===== config.mk =====
export PLATFORM = sky130hd
export DESIGN_NAME = pool_sequencer
export DESIGN_NICKNAME = d
export VERILOG_FILES = /design/src/rtl/pool_sequencer.sv
export SDC_FILE = /design/constraint.sdc
export NUM_CORES = 1
export LEC_CHECK = 0
export ABC_AREA = 1
export CAP_MARGIN = 0
export CORE_MARGIN = 2
export CORE_UTILIZATION = 59
export CTS_BUF_LIST = sky130_fd_sc_hd__clkbuf_4
export CTS_CLUSTER_SIZE = 40
export DETAILED_ROUTE_END_ITERATION = 7
export PLACE_DENSITY = 0.9
export SETUP_SLACK_MARGIN = 0.4
export SLEW_MARGIN = 5
export SYNTH_ARGS = -nofsm -noshare
export SYNTH_HDL_FRONTEND = slang
export SYNTH_SLANG_ARGS = --single-unit

===== constraint.sdc =====
create_clock -name clk -period 2.8 [get_ports clk]
set_input_delay 0.56 -clock clk [delete_from_list [all_inputs] [get_ports clk]]
set_output_delay 0.56 -clock clk [all_outputs]
set_load 0.01 [all_outputs]

===== src/rtl/pool_sequencer.sv =====
// 2x2 OR-pooling sequencer for a binarized raster stream: even rows are buffered,
// odd rows are combined with the buffer to emit one pooled pixel per 2x2 window.
module pool_sequencer #(
  parameter int IMG_W = 8,
  parameter int IMG_H = 8
) (
  input  logic clk,
  input  logic rst,
  input  logic in_valid,
  output logic in_ready,
  input  logic in_pix,
  output logic out_valid,
  input  logic out_ready,
  output logic out_pix,
  output logic out_last,
  output logic frame_done,
  output logic busy
);

  localparam int CW = (IMG_W > 1) ? $clog2(IMG_W) : 1;
  localparam int RW = (IMG_H > 1) ? $clog2(IMG_H) : 1;
  localparam logic [CW-1:0] COL_LAST = CW'(IMG_W - 1);
  localparam logic [RW-1:0] ROW_LAST = RW'(IMG_H - 1);
  localparam logic [CW-1:0] COL_ONE  = CW'(1);

  typedef enum logic [1:0] {FILL, POOL, DRAIN} state_t;

  state_t           state_q, state_d;
  logic [CW-1:0]    col_q, col_d;
  logic [RW-1:0]    row_q, row_d;
  logic [IMG_W-1:0] lb_q, lb_d;
  logic             h_q, h_d;
  logic             out_valid_q, out_valid_d;
  logic             out_pix_q, out_pix_d;
  logic             out_last_q, out_last_d;
  logic             frame_done_q, frame_done_d;

  logic          in_xfer, out_xfer, load, col_last, row_last;
  logic [CW-1:0] col_pair;

  always_comb begin
    in_ready = 1'b0;
    case (state_q)
      FILL:    in_ready = 1'b1;
      POOL:    in_ready = col_q[0] ? (!out_valid_q || out_ready) : 1'b1;
      default: in_ready = 1'b0;
    endcase
  end

  always_comb begin
    state_d      = state_q;
    col_d        = col_q;
    row_d        = row_q;
    lb_d         = lb_q;
    h_d          = h_q;
    out_valid_d  = out_valid_q;
    out_pix_d    = out_pix_q;
    out_last_d   = out_last_q;
    load         = 1'b0;
    in_xfer      = in_valid && in_ready;
    out_xfer     = out_valid_q && out_ready;
    col_last     = (col_q == COL_LAST);
    row_last     = (row_q == ROW_LAST);
    col_pair     = col_q & ~COL_ONE;
    frame_done_d = out_xfer && out_last_q;

    case (state_q)
      FILL: begin
        if (in_xfer) begin
          lb_d[col_q] = in_pix;
          if (col_last) state_d = POOL;
        end
      end
      POOL: begin
        if (in_xfer) begin
          if (col_q[0]) load = 1'b1;
          else          h_d  = in_pix;
          if (col_last) state_d = row_last ? DRAIN : FILL;
        end
      end
      default: begin
        if (out_xfer && out_last_q) begin
          state_d = FILL;
          col_d   = '0;
          row_d   = '0;
        end
      end
    endcase

    // Row wraps at frame end already; DRAIN only waits for the final handshake.
    if (in_xfer) begin
      if (col_last) begin
        col_d = '0;
        row_d = row_last ? '0 : row_q + 1'b1;
      end else begin
        col_d = col_q + 1'b1;
      end
    end

    if (load) begin
      out_valid_d = 1'b1;
      out_pix_d   = lb_q[col_pair] | lb_q[col_q] | h_q | in_pix;
      out_last_d  = row_last && col_last;
    end else if (out_xfer) begin
      out_valid_d = 1'b0;
      out_last_d  = 1'b0;
    end
  end

  always_ff @(posedge clk or posedge rst) begin
    if (rst) begin
      state_q      <= FILL;
      col_q        <= '0;
      row_q        <= '0;
      lb_q         <= '0;
      h_q          <= 1'b0;
      out_valid_q  <= 1'b0;
      out_pix_q    <= 1'b0;
      out_last_q   <= 1'b0;
      frame_done_q <= 1'b0;
    end else begin
      state_q      <= state_d;
      col_q        <= col_d;
      row_q        <= row_d;
      lb_q         <= lb_d;
      h_q          <= h_d;
      out_valid_q  <= out_valid_d;
      out_pix_q    <= out_pix_d;
      out_last_q   <= out_last_d;
      frame_done_q <= frame_done_d;
    end
  end

  always_comb begin
    out_valid  = out_valid_q;
    out_pix    = out_pix_q;
    out_last   = out_last_q;
    frame_done = frame_done_q;
    busy       = (state_q != FILL) || (col_q != '0) || (row_q != '0);
  end

endmodule

==> flow_summary_export.csv, run 1 <==
group,metric,value,unit
timing,hold_slack,0.505,ns
final_layout,fin_nets,172,
die,io_pins,11,
final_layout,drive_above_1_share,16.9,%
synthesis,syn_area_per_cell,8.24,um^2
die,chipHeight,49.3,um
worst_setup_path,rr_worst_depth,6,
power,power.share.clock,13.1,%
die,die_area,2430,um^2
power,seqPwrFrac,46.2,%
synthesis,synth_cells,147,
synthesis,synth_seq_cells,21,
die,initial_core_util,62.4,%
job,drv_cap,0,
routing,drtAntennaViolNets,0,
timing,slew_viol_final,0,
synthesis,syn-num-nets,158,
die,dieWidth,49.3,um
routing,drc,0,
clock_tree,clkTransAtPathRegs,0.12,ns
min_path,hold_class,"reg -> reg",
final_layout,final_area,1360,um^2
worst_setup_path,crit_path_end,"busy",
clock_tree,numCtsBuffers,3,
placed_design,dpl_cell_area,1330,um^2
routing,wl_per_cell,13.2,um
worst_setup_path,cpMaxStageDelayCell,"clkdlybuf4s50_1",
synthesis,syn_area,1210,um^2
worst_setup_path,cp_data_arrival_time,1.71,ns
worst_setup_path,regToRegSetupSlack,1.31,ns
power,power,1.12,mW
timing,fin_crit_sh,81.1,%
routing,dr.pass1.iters,5,
grt,grt_max_degree,22,
final_layout,area_growth,12.4,%
die,num_rows,16,
routing,via_per_inst,5.30,
worst_setup_path,crit_required,2.24,ns
power,p_comb_share,40.8,%
timing,finalHoldViolations,0,
synthesis,synth.distinct_cells,27,
worst_setup_path,crit_chain,"inv_2, ha_1, nand4_1, clkdlybuf4s50_1",
routing,routed_wl,2470,um
final_layout,diodes,0,
routing,drt-initial-drc-count,26,
clock_tree,clk_path_buf_depth,2,
grt,gr-usage-all-layers,23.3,%
routing,vias,992,
power,p_int,0.643,mW
run_status,outcome,"finished, final reports clean",
clock_tree,cts_sinks,21,
timing,skew,0.00641,ns
power,ir_worst_vdd,605,uV
worst_setup_path,start_kind,"register",
timing,setup_total_negative_slack,0,ns
grt,grt_pass1_wl,4290,um
worst_setup_path,cp.depth,4,
power,power_density,825,nW/um^2
clock_tree,hold_buffers,0,
timing,relSlewSlack,47.4,%
worst_setup_path,cp-startpoint,"col_q[1]$_DFFE_PP0P_",
timing,rsz0062_at_grt,"no",
worst_setup_path,r2r-start,"col_q[0]$_DFFE_PP0P_",
synthesis,ys_seq_area_share,43.4,%
worst_setup_path,end_kind,"output port",
die,design.core.area,1940,um^2
clock_tree,cts_htree_levels,1,
worst_setup_path,cp_top_family,"buffers and inverters",
placed_design,port_buffers,10,
placed_design,hpwl,1830,um
grt,antenna_found_initial,0,
timing,period_minus_slack,2.27,ns
timing,timing.fmax,440,MHz
timing,setup_violations,0,
power,p_leak,0.680,nW
grt,grt_overflow,0,
clock_tree,clkLatencyLatePin,0.31,ns
worst_setup_path,worstReg2RegEnd,"col_q[0]$_DFFE_PP0P_",
placed_design,routabilityCongestion,0.868,
power,switching_share,42.8,%
grt,grt_pass1_vias,1009,
worst_setup_path,path_buf_inv,2,
synthesis,ys.warnings.count,0,
worst_setup_path,cpPeakStageDelay,0.53,ns
clock_tree,cts_tree,"done",
timing,worst_pin_slew,0.788,ns
power,p_switching,0.480,mW
worst_setup_path,cp_max_fo,6,
clock_tree,cts_root_buf,"clkbuf_4",
worst_setup_path,path_class,"reg -> out",
[registers in the layout, summed over array words and instances, names as in the netlist]
name / count
lb_q: 8
col_q: 3
row_q: 3
state_q: 2
frame_done: 1
h_q: 1
out_last: 1
out_pix: 1
out_valid: 1
[area by class of cell]
type / instances / area (um^2)
repair buffers: 11 / 106
flip-flops and latches: 21 / 527
inverters: 22 / 87.6
fillers: 170 / 581
clock inverters: 1 / 5.00
clock buffers: 3 / 22.5
multi-input cells: 102 / 579
well taps: 27 / 33.8
[worst register-to-register path, stage by stage (launching register included)]
cell and delay (ns):
dfrtp_2 0.43, buf_4 0.17, ha_1 0.22, ha_1 0.22
inv_1 0.13, nand2_1 0.09, o22ai_2 0.17
[cells in the mapped netlist]
cell / number / share of area, %
nor2_2: 1 / 0.52
o21ai_2: 2 / 1.4
o21bai_1: 1 / 0.62
ha_1: 6 / 6.2
dfrtp_1: 21 / 43
inv_1: 18 / 5.6
clkinv_4: 1 / 0.72
nand2_2: 3 / 1.5
nand4_1: 2 / 1.0
a21oi_1: 1 / 0.41
buf_4: 1 / 0.62
nand3_1: 9 / 3.7
buf_6: 1 / 0.93
a21oi_2: 1 / 0.72
nand2_4: 2 / 1.9
o21ai_0: 1 / 0.41
nand4_2: 2 / 2.1
nor3_2: 1 / 0.83
nand2_1: 46 / 14
o21ai_1: 8 / 3.3
inv_2: 3 / 0.93
nand3_4: 1 / 1.4
o22ai_2: 1 / 1.0
nor2_1: 10 / 3.1
o211ai_1: 1 / 0.62
nand3_2: 1 / 0.83
nor2_4: 2 / 1.9
[metrics by stage]
step                      setup WS, ns  instances  utilization (%)
after floorplan                   1.34        147                -
after global placement           0.318        182             68.3
after detailed placement         0.321        182             68.3
after CTS                        0.458        186             69.7
after global routing             0.453        187             70.1
final                            0.528        187             70.1
[cells by family after synthesis]
logic type,share of synthesized area (%)
AND/OR/NAND/NOR,33.1
buffers and inverters,8.78
AO/OA/AOI/OAI,8.57
adder cells (fa/ha/maj),6.20
flip-flops,43.4
[power groups by stage]
| stage | Combinational, mW | Clock (mW) | Sequential [mW] |
|---|---|---|---|
| 4_1_cts | 0.434 | 0.149 | 0.531 |
| 6_report | 0.458 | 0.147 | 0.519 |
| 5_1_grt | 0.516 | 0.161 | 0.528 |
| 3_5_place_dp | 0.433 | 0 | 0.535 |
| 2_1_floorplan | 0.343 | 0 | 0.497 |
| 3_3_place_gp | 0.400 | 0 | 0.524 |
[cell usage in the layout (no fill, tap or decap)]
cell | synthesis | final
o21ai_2 | 2 | 2
nor3_2 | 1 | 1
a21oi_1 | 1 | 1
nand4_2 | 2 | 2
nand3_2 | 1 | 1
o21ai_1 | 8 | 8
ha_1 | 6 | 6
buf_4 | 1 | 1
o21bai_1 | 1 | 1
nand4_1 | 2 | 2
clkinv_4 | 1 | 1
nor2_4 | 2 | 2
inv_2 | 3 | 3
a21oi_2 | 1 | 1
inv_1 | 18 | 18
o211ai_1 | 1 | 1
clkdlybuf4s50_1 | 0 | 9
nand2_1 | 46 | 46
clkbuf_4 | 0 | 3
nand2_2 | 3 | 3
nand3_4 | 1 | 1
nor2_1 | 10 | 10
nor2_2 | 1 | 1
clkinv_2 | 0 | 1
nand2_4 | 2 | 2
nand3_1 | 9 | 9
dfrtp_1 | 21 | 20
dfrtp_2 | 0 | 1
dlygate4sd2_1 | 0 | 1
o22ai_2 | 1 | 1
o21ai_0 | 1 | 1
[metal layers]
metal	track usage (%)	vias up	wire, um
li1	-	488	-
met1	27.8	478	1110
met2	40.8	19	1250
met3	3.68	7	65
met4	10.5	0	44
met5	0	-	0
[how the worst min path moves through the flow]
stage                              from                  end  slack (ns)  depth (start not counted)
detailed placement  out_pix$_DFFE_PP0P_  out_pix$_DFFE_PP0P_        0.47                          2
finish              out_pix$_DFFE_PP0P_  out_pix$_DFFE_PP0P_        0.51                          2
floorplan               h_q$_DFFE_PP0P_      h_q$_DFFE_PP0P_        0.45                          2
global placement    out_pix$_DFFE_PP0P_  out_pix$_DFFE_PP0P_        0.46                          2
global route        out_pix$_DFFE_PP0P_  out_pix$_DFFE_PP0P_        0.52                          2
CTS                 out_pix$_DFFE_PP0P_  out_pix$_DFFE_PP0P_        0.50                          2
[repair_timing]
item / in CTS / in global routing
setup buffers: 0 / 1
endpoints found under the setup margin: 2 / 1
gates resized for setup: 2 / 0
Power figures use the tool's default switching activity.
==> run 2: changes to the inputs <==
- clock period: 2.8 -> 2.1 ns (I/O delays scaled with it)
==> run 2 against run 1 <==
Compared with the run above: cell count rose by 6.4%; clock skew fell by 0.0034 ns; hold slack got worse by 0.076 ns; critical path type unchanged; largest cell class unchanged; highest routed layer unchanged.
==> flow_summary_export.csv, run 2 (synthesis results as in run 1) <==
group,metric,value,unit
timing,worst_pin_slew,0.265,ns
routing,drtAntennaViolNets,0,
timing,period_minus_slack,1.69,ns
final_layout,largest_register_ffs,8,
routing,wl_per_cell,14.1,um
clock_tree,cts_tree,"done",
clock_tree,cts_htree_levels,1,
worst_setup_path,cp_data_arrival_time,1.27,ns
worst_setup_path,crit_path_end,"in_ready",
final_layout,layout_common_cells,"nand2_1, dfrtp_1, inv_1, buf_4",
power,power,1.69,mW
placed_design,post-place-cells,186,
clock_tree,cts_sinks,21,
routing,routed_wl,2810,um
clock_tree,cts_root_buf,"clkbuf_4",
timing,rsz0062_at_grt,"yes",
timing,timing.fmax,592,MHz
worst_setup_path,rr_worst_depth,6,
final_layout,area_growth,22.3,%
clock_tree,clk_path_buf_depth,2,
grt,antenna_found_initial,0,
die,design.core.area,1940,um^2
timing,relSlewSlack,82.3,%
die,initial_core_util,62.4,%
final_layout,fin_nets,184,
timing,skew,0.00296,ns
final_layout,layout_commonest_cell,"nand2_1",
grt,gr-usage-all-layers,26.7,%
routing,drc,0,
min_path,hold_class,"in -> async",
power,power_density,1140,nW/um^2
placed_design,port_buffers,10,
die,dieWidth,49.3,um
worst_setup_path,end_kind,"output port",
timing,setup_violations,0,
placed_design,hpwl,1850,um
final_layout,fillers,142,
job,drv_cap,0,
routing,dr.pass1.iters,4,
placed_design,pre_cts_ws,-0.0836,ns
placed_design,routabilityCongestion,0.845,
grt,grt_pass1_vias,1127,
power,ir_worst_vdd,816,uV
final_layout,diodes,0,
worst_setup_path,cp-startpoint,"col_q[0]$_DFFE_PP0P_",
final_layout,final_cells,199,
final_layout,largestRegisters,"lb_q x8, col_q x3, row_q x3",
final_layout,drive_above_1_share,26.2,%
final_layout,regMostFlops,"lb_q",
grt,grt_max_degree,22,
timing,finalHoldViolations,0,
timing,setup_ws,0.412,ns
routing,drt-initial-drc-count,26,
grt,grt_pass1_wl,4900,um
timing,fin_crit_sh,80.4,%
timing,slew_viol_final,0,
worst_setup_path,r2r-start,"col_q[0]$_DFFE_PP0P_",
power,p_leak,0.780,nW
grt,grt_overflow,0,
worst_setup_path,worstReg2RegEnd,"col_q[0]$_DFFE_PP0P_",
die,chipHeight,49.3,um
worst_setup_path,regToRegSetupSlack,0.63,ns
run_status,outcome,"finished, final reports clean",
clock_tree,clkTransAtPathRegs,0.11,ns
worst_setup_path,crit_required,1.68,ns
die,num_rows,16,
die,io_pins,11,
routing,vias,1070,
die,die_area,2430,um^2
worst_setup_path,start_kind,"register",
worst_setup_path,path_class,"reg -> out",
clock_tree,clkLatencyLatePin,0.31,ns
clock_tree,numCtsBuffers,3,
routing,via_per_inst,5.38,
worst_setup_path,cp_max_fo,3,
run 2: changes by cell type in the layout (fill, tap and decap cells not counted), moves of 2 or more:
cell,previous run,this run
clkdlybuf4s50_1,9,5
dfrtp_2,1,3
dfrtp_1,20,18
buf_4,1,12
buf_6,0,2
dlymetal6s2s_1,0,2
run 2: critical path: stages, from the launching register on:
cell and delay [ns]:
dfrtp_1 0.42, buf_6 0.14, nand2_4 0.06, clkinv_4 0.05, a21oi_4 0.16, buf_6 0.12
run 2: per-stage QoR:
stage               cell area, um^2  hold WS, ns  setup TNS, ns  utilization [%]
finish                         1480        0.429              0             76.3
global route                   1480        0.490              0             76.3
CTS                            1460        0.437              0             75.3
detailed placement             1360        0.477        -0.0836             69.8
global placement               1360        0.465        -0.0760             69.8
floorplan                      1210        0.397              0                -
run 2: final cells by class:
cell class                 count  area, um^2  area share [%]
sequential                    21         529            35.7
tap                           27        33.8            2.28
clock buffer                   4        30.0            2.03
timing repair buffer          23         201            13.6
inverter                      22        87.6            5.91
multi-input combinational    102         599            40.5
run 2: worst min-delay path by stage:
| stage | start | endpoint | slack [ns] | depth (start not counted) |
|---|---|---|---|---|
| finish | rst | row_q[0]$_DFF_PP0_ | 0.43 | 3 |
| global route | rst | out_last$_DFFE_PP0P_ | 0.49 | 3 |
| CTS | rst | out_valid$_DFFE_PP0P_ | 0.44 | 3 |
| detailed placement | out_pix$_DFFE_PP0P_ | out_pix$_DFFE_PP0P_ | 0.48 | 2 |
| global placement | out_pix$_DFFE_PP0P_ | out_pix$_DFFE_PP0P_ | 0.46 | 2 |
| floorplan | rst | col_q[0]$_DFFE_PP0P_ | 0.40 | 1 |
run 2: routing by layer:
metal  share of wire [%]  GRT usage [%]
met1                  44           31.5
met2                  48           44.4
met3                 3.9           6.13
met4                 4.1           15.2
met5                   0              0
run 2: what timing repair did:
action,4_1_cts,5_1_grt
hold buffers,0,0
resized for setup,16,5
setup buffers,9,0
pin swaps,2,1
endpoints found under the setup margin,3,3
run 2: power by group:
group          switching (mW)  internal [mW]
logic                   0.462          0.351
registers               0.118          0.550
clock network           0.121         0.0871
